===== config.mk =====
export PLATFORM = sky130hd
export DESIGN_NAME = block_sync_ctrl
export DESIGN_NICKNAME = d
export VERILOG_FILES = /design/src/rtl/block_sync_ctrl.sv
export SDC_FILE = /design/constraint.sdc
export NUM_CORES = 1
export LEC_CHECK = 0
export CAP_MARGIN = 20
export CORE_ASPECT_RATIO = 0.75
export CORE_MARGIN = 3
export CORE_UTILIZATION = 52
export CTS_BUF_LIST = sky130_fd_sc_hd__clkbuf_4 sky130_fd_sc_hd__clkbuf_8 sky130_fd_sc_hd__clkbuf_16
export CTS_CLUSTER_DIAMETER = 50
export DETAILED_ROUTE_END_ITERATION = 6
export PLACE_DENSITY = 0.79
export SLEW_MARGIN = 30
export SYNTH_ARGS = -nofsm -noshare
export SYNTH_HDL_FRONTEND = slang
export SYNTH_SLANG_ARGS = --single-unit

===== constraint.sdc =====
create_clock -name i_clk -period 1.8 [get_ports i_clk]
set_input_delay 0.54 -clock i_clk [delete_from_list [all_inputs] [get_ports i_clk]]
set_output_delay 0.54 -clock i_clk [all_outputs]
set_load 0.01 [all_outputs]

===== src/rtl/block_sync_ctrl.sv =====
// 64b/66b RX block-lock controller: sync-header test windows, gearbox slip, lock report.
// Optional slip statistics counter enabled with `define BLOCK_SYNC_STATS_EN.
module block_sync_ctrl #(
  parameter int SH_CNT_MAX   = 64,
  parameter int SH_INVLD_MAX = 16,
  parameter int SLIP_HOLDOFF = 4
) (
  input  logic        i_clk,
  input  logic        i_reset_n,
  input  logic        i_init_done,
  input  logic        i_valid,
  input  logic [1:0]  i_header,
  output logic        o_slip,
  output logic        o_block_lock,
  output logic [15:0] o_slip_count
);

  localparam int CW = $clog2(SH_CNT_MAX) + 1;
  localparam int IW = $clog2(SH_INVLD_MAX) + 1;
  localparam int HW = $clog2(SLIP_HOLDOFF) + 1;

  typedef enum logic [2:0] {
    S_LOCK_INIT,
    S_RESET_CNT,
    S_TEST_SH,
    S_SLIP,
    S_HOLDOFF
  } state_t;

  state_t        r_state;
  state_t        w_next;
  logic [CW-1:0] r_sh_cnt;
  logic [CW-1:0] w_sh_cnt;
  logic [IW-1:0] r_inv_cnt;
  logic [IW-1:0] w_inv_cnt;
  logic [HW-1:0] r_hold_cnt;
  logic [HW-1:0] w_hold_cnt;
  logic          r_lock;
  logic          w_lock;

  logic          w_hdr_ok;
  logic [CW-1:0] w_sh_inc;
  logic [IW-1:0] w_inv_inc;
  logic [HW-1:0] w_hold_inc;

  // A legal sync header has exactly one bit set.
  assign w_hdr_ok   = i_header[1] ^ i_header[0];
  assign w_sh_inc   = r_sh_cnt + CW'(1);
  assign w_inv_inc  = r_inv_cnt + IW'(1);
  assign w_hold_inc = r_hold_cnt + HW'(1);

  // State register.
  always_ff @(posedge i_clk or negedge i_reset_n) begin
    if (!i_reset_n) begin
      r_state <= S_LOCK_INIT;
    end else begin
      r_state <= w_next;
    end
  end

  // Next-state and next-counter decode; init low overrides any sample.
  always_comb begin
    w_next     = r_state;
    w_sh_cnt   = r_sh_cnt;
    w_inv_cnt  = r_inv_cnt;
    w_hold_cnt = r_hold_cnt;
    w_lock     = r_lock;
    if (!i_init_done) begin
      w_next     = S_LOCK_INIT;
      w_sh_cnt   = '0;
      w_inv_cnt  = '0;
      w_hold_cnt = '0;
      w_lock     = 1'b0;
    end else begin
      unique case (r_state)
        S_LOCK_INIT: begin
          w_next     = S_RESET_CNT;
          w_sh_cnt   = '0;
          w_inv_cnt  = '0;
          w_hold_cnt = '0;
          w_lock     = 1'b0;
        end
        S_RESET_CNT: begin
          w_next     = S_TEST_SH;
          w_sh_cnt   = '0;
          w_inv_cnt  = '0;
          w_hold_cnt = '0;
        end
        S_TEST_SH: begin
          if (i_valid) begin
            w_sh_cnt = w_sh_inc;
            if (w_hdr_ok) begin
              if (w_sh_inc == CW'(SH_CNT_MAX)) begin
                if (r_inv_cnt == '0) begin
                  w_lock = 1'b1;
                end
                w_sh_cnt  = '0;
                w_inv_cnt = '0;
              end
            end else begin
              w_inv_cnt = w_inv_inc;
              if (!r_lock ||
                  (w_inv_inc == IW'(SH_INVLD_MAX))) begin
                w_next     = S_SLIP;
                w_sh_cnt   = '0;
                w_inv_cnt  = '0;
                w_hold_cnt = '0;
                w_lock     = 1'b0;
              end else if (w_sh_inc == CW'(SH_CNT_MAX)) begin
                w_sh_cnt  = '0;
                w_inv_cnt = '0;
              end
            end
          end
        end
        S_SLIP, S_HOLDOFF: begin
          // Samples after a slip are flushed; the SLIP cycle's sample counts.
          w_sh_cnt  = '0;
          w_inv_cnt = '0;
          if (i_valid) begin
            if (w_hold_inc >= HW'(SLIP_HOLDOFF)) begin
              w_next     = S_TEST_SH;
              w_hold_cnt = '0;
            end else begin
              w_next     = S_HOLDOFF;
              w_hold_cnt = w_hold_inc;
            end
          end else begin
            w_next = S_HOLDOFF;
          end
        end
        default: begin
          w_next     = S_LOCK_INIT;
          w_sh_cnt   = '0;
          w_inv_cnt  = '0;
          w_hold_cnt = '0;
          w_lock     = 1'b0;
        end
      endcase
    end
  end

  // Window counters, holdoff counter and lock flag.
  always_ff @(posedge i_clk or negedge i_reset_n) begin
    if (!i_reset_n) begin
      r_sh_cnt   <= '0;
      r_inv_cnt  <= '0;
      r_hold_cnt <= '0;
      r_lock     <= 1'b0;
    end else begin
      r_sh_cnt   <= w_sh_cnt;
      r_inv_cnt  <= w_inv_cnt;
      r_hold_cnt <= w_hold_cnt;
      r_lock     <= w_lock;
    end
  end

  // Moore outputs: slip pulse is the single SLIP cycle.
  always_comb begin
    o_slip       = (r_state == S_SLIP);
    o_block_lock = r_lock;
  end

`ifdef BLOCK_SYNC_STATS_EN
  logic [15:0] r_slip_count;

  // Saturating slip counter, cleared only by the async reset.
  always_ff @(posedge i_clk or negedge i_reset_n) begin
    if (!i_reset_n) begin
      r_slip_count <= '0;
    end else if ((w_next == S_SLIP) &&
                 (r_state != S_SLIP) &&
                 (r_slip_count != 16'hFFFF)) begin
      r_slip_count <= r_slip_count + 16'd1;
    end
  end

  assign o_slip_count = r_slip_count;
`else
  assign o_slip_count = 16'h0000;
`endif

endmodule


==> metrics.cfg <==
[floorplanning]
die_h_um = 50.4
ios = 24
rows = 15
start_util_pct = 56.8
die_x_um = 65.2
dieArea_um2 = 3280
core_um2 = 2400

[critical_path]
path_max_fanout = 2
slowest_delay_ns = 0.54
path_buf_inv = 1
start_kind = flop
cp.required_ns = 1.26
r2r_setup_slack_ns = 0.07
cp_slowest_cell = clkdlybuf4s50_1
crit_chain = clkdlybuf4s50_1
critPathTopFamily = buffers and inverters
path_class = reg -> out
cp.arrival_ns = 1.22
end_kind = output port

[clock_tree]
clockRootBuffer = clkbuf_4
cts_buffers = 3
clk_pin_slew_ns = 0.10
clk_latency_ns = 0.29
cts_buffer_depth = 2
clock_sinks = 19
cts_tree = done
htreeDepth = 1
ctsHoldBuffers = 0

[grt]
track_usage_pct = 20.9
antenna_found_initial = 0
grt_max_degree = 20
grt_pass1_vias = 1242
grt_first_pass_wirelength_mm = 5.46
grt-ovfl-total = 0

[run_status]
outcome = finished, final reports clean

[placed_design]
dp.cells = 220
numPortBuffers = 7
place_hpwl_mm = 2.47
gp_congestion = 0.913

[final_layout]
num_antenna_cells = 0
drive_gt1_share_pct = 26.6
fill_cells = 210
multi_input_area_um2 = 816
regArea_um2 = 479
layout.cells.non_filler = 226
fin_nets = 203
area_delta_synth_final_pct = 22.6
layout_commonest_cell = buf_4
mostFrequentLayoutCells = buf_4, nand2_1, conb_1, dfrtp_1, nor2_1

[timing]
final_max_slew_viol_count = 0
period_share_pct = 98.0
fin_setup_tns_ns = 0
finalHoldViolations = 0
skew_ns = 0.000558
max_clock_freq_mhz = 567
rsz0062_at_grt = no
setup_violations = 0
min_period_ns = 1.76

[yosys]
synthCells = 156
avgSynthCellArea_um2 = 8.75
ys.flop_type = dfrtp_1
synth_edf_count = 0
async_flop_share_pct = 100
synthDistinctLibCells = 47
synth_area_um2 = 1370
yosysWarnings = 0
synth_seq_cells = 19
synth-seq-area-share_pct = 34.8

[pwr]
peakVddDrop_mv = 0.352
leakagePower_nw = 0.775
power_per_cell_area_nw_per_um2 = 520
p_total_w = 0.000871

[detailed_routing]
first_pass_iters = 4
via_count = 1298
wl_mm = 3.19
drc = 0
vias_per_cell = 5.74
ant_nets = 0
drt_iter0_drc = 106
wl_per_cell_um = 14.1

[worst_hold_path]
hold_path.class = reg -> reg

[run]
cap_violations = 0

[layer usage]
| metal | track usage (%) | share of wire (%) | vias up |
|---|---|---|---|
| met2 | 36.5 | 49 | 55 |
| met5 | 0 | 0 | - |
| met3 | 4.25 | 7.1 | 4 |
| met4 | 3.10 | 0.88 | 0 |
| met1 | 27.3 | 43 | 623 |
| li1 | - | - | 616 |
[sequential cells by signal (all words and copies together), names as in the netlist]
signal        count
r_sh_cnt          7
r_inv_cnt         5
r_hold_cnt        3
r_state           3
o_block_lock      1
[cell usage after synthesis (all sizes together), types with 2 or more instances]
cell type | count | area share [%]
xor2 | 2 | 1.3
o22ai | 2 | 0.92
a31o | 2 | 1.3
nor4 | 2 | 1.4
nor3b | 2 | 1.1
inv | 4 | 1.1
ha | 4 | 3.7
a21oi | 9 | 4.1
o31ai | 2 | 1.1
nor2 | 10 | 2.8
buf | 18 | 10
a32o | 4 | 2.9
nand2 | 17 | 4.7
dfrtp | 19 | 35
clkbuf | 2 | 0.55
a22o | 3 | 1.9
and3 | 5 | 2.3
nand3 | 9 | 3.3
nor3 | 4 | 1.5
or3 | 2 | 0.92
nand4 | 2 | 0.92
o21ai | 8 | 2.9
and2 | 3 | 1.4
o2111ai | 2 | 1.3
[layout make-up]
cell class / instances / share of cell area (%)
multi-input combinational: 127 / 48.7
inverter: 5 / 1.12
sequential: 19 / 28.6
clock buffer: 4 / 1.79
tap: 34 / 2.54
timing repair buffer: 37 / 17.2
[through the flow]
stage	area, µm²	setup slack, ns	hold WS, ns	utilization (%)
4_1_cts	1660	0.0129	0.552	69.0
2_1_floorplan	1420	0.122	0.244	-
5_1_grt	1670	0.00346	0.572	69.7
3_5_place_dp	1600	-0.436	0.534	66.6
3_3_place_gp	1600	-0.365	0.511	66.6
6_report	1670	0.0358	0.556	69.7
[report_power, final]
part	internal, W	switching [W]	total (W)
Combinational	0.0000848	0.000116	0.000201
Clock	0.000101	0.000125	0.000226
Sequential	0.000436	0.00000805	0.000444
[repair_timing]
action | 4_1_cts | 5_1_grt
pin swaps | 1 | 2
buffers inserted | 1 | 1
endpoints found under the hold margin | 0 | 0
endpoints found under the setup margin | 9 | 10
gates resized for setup | 8 | 8
[cells by family after synthesis]
| family | synth area share, % |
|---|---|
| AND/OR/NAND/NOR | 22.9 |
| AO/OA/AOI/OAI | 22.6 |
| buffers and inverters | 11.9 |
| flip-flops | 34.8 |
| adder cells (fa/ha/maj) | 3.67 |
| XOR/XNOR | 1.93 |
| multiplexers | 1.83 |
| other | 0.275 |
[path summary, 6_finish.rpt]
| kind | startpoint | endpoint | depth (start not counted) |
|---|---|---|---|
| max | o_block_lock | o_block_lock | 1 |
| min | r_hold_cnt[1] | r_hold_cnt[1] | 1 |
| max reg2reg | r_inv_cnt[0] | o_block_lock | 6 |
| min reg2reg | r_hold_cnt[1] | r_hold_cnt[1] | 1 |
| max in group asynchronous | i_reset_n | r_inv_cnt[1] | 2 |
| min in group asynchronous | i_reset_n | r_sh_cnt[1] | 2 |
Note: power is estimated with default switching activity, not from simulation.
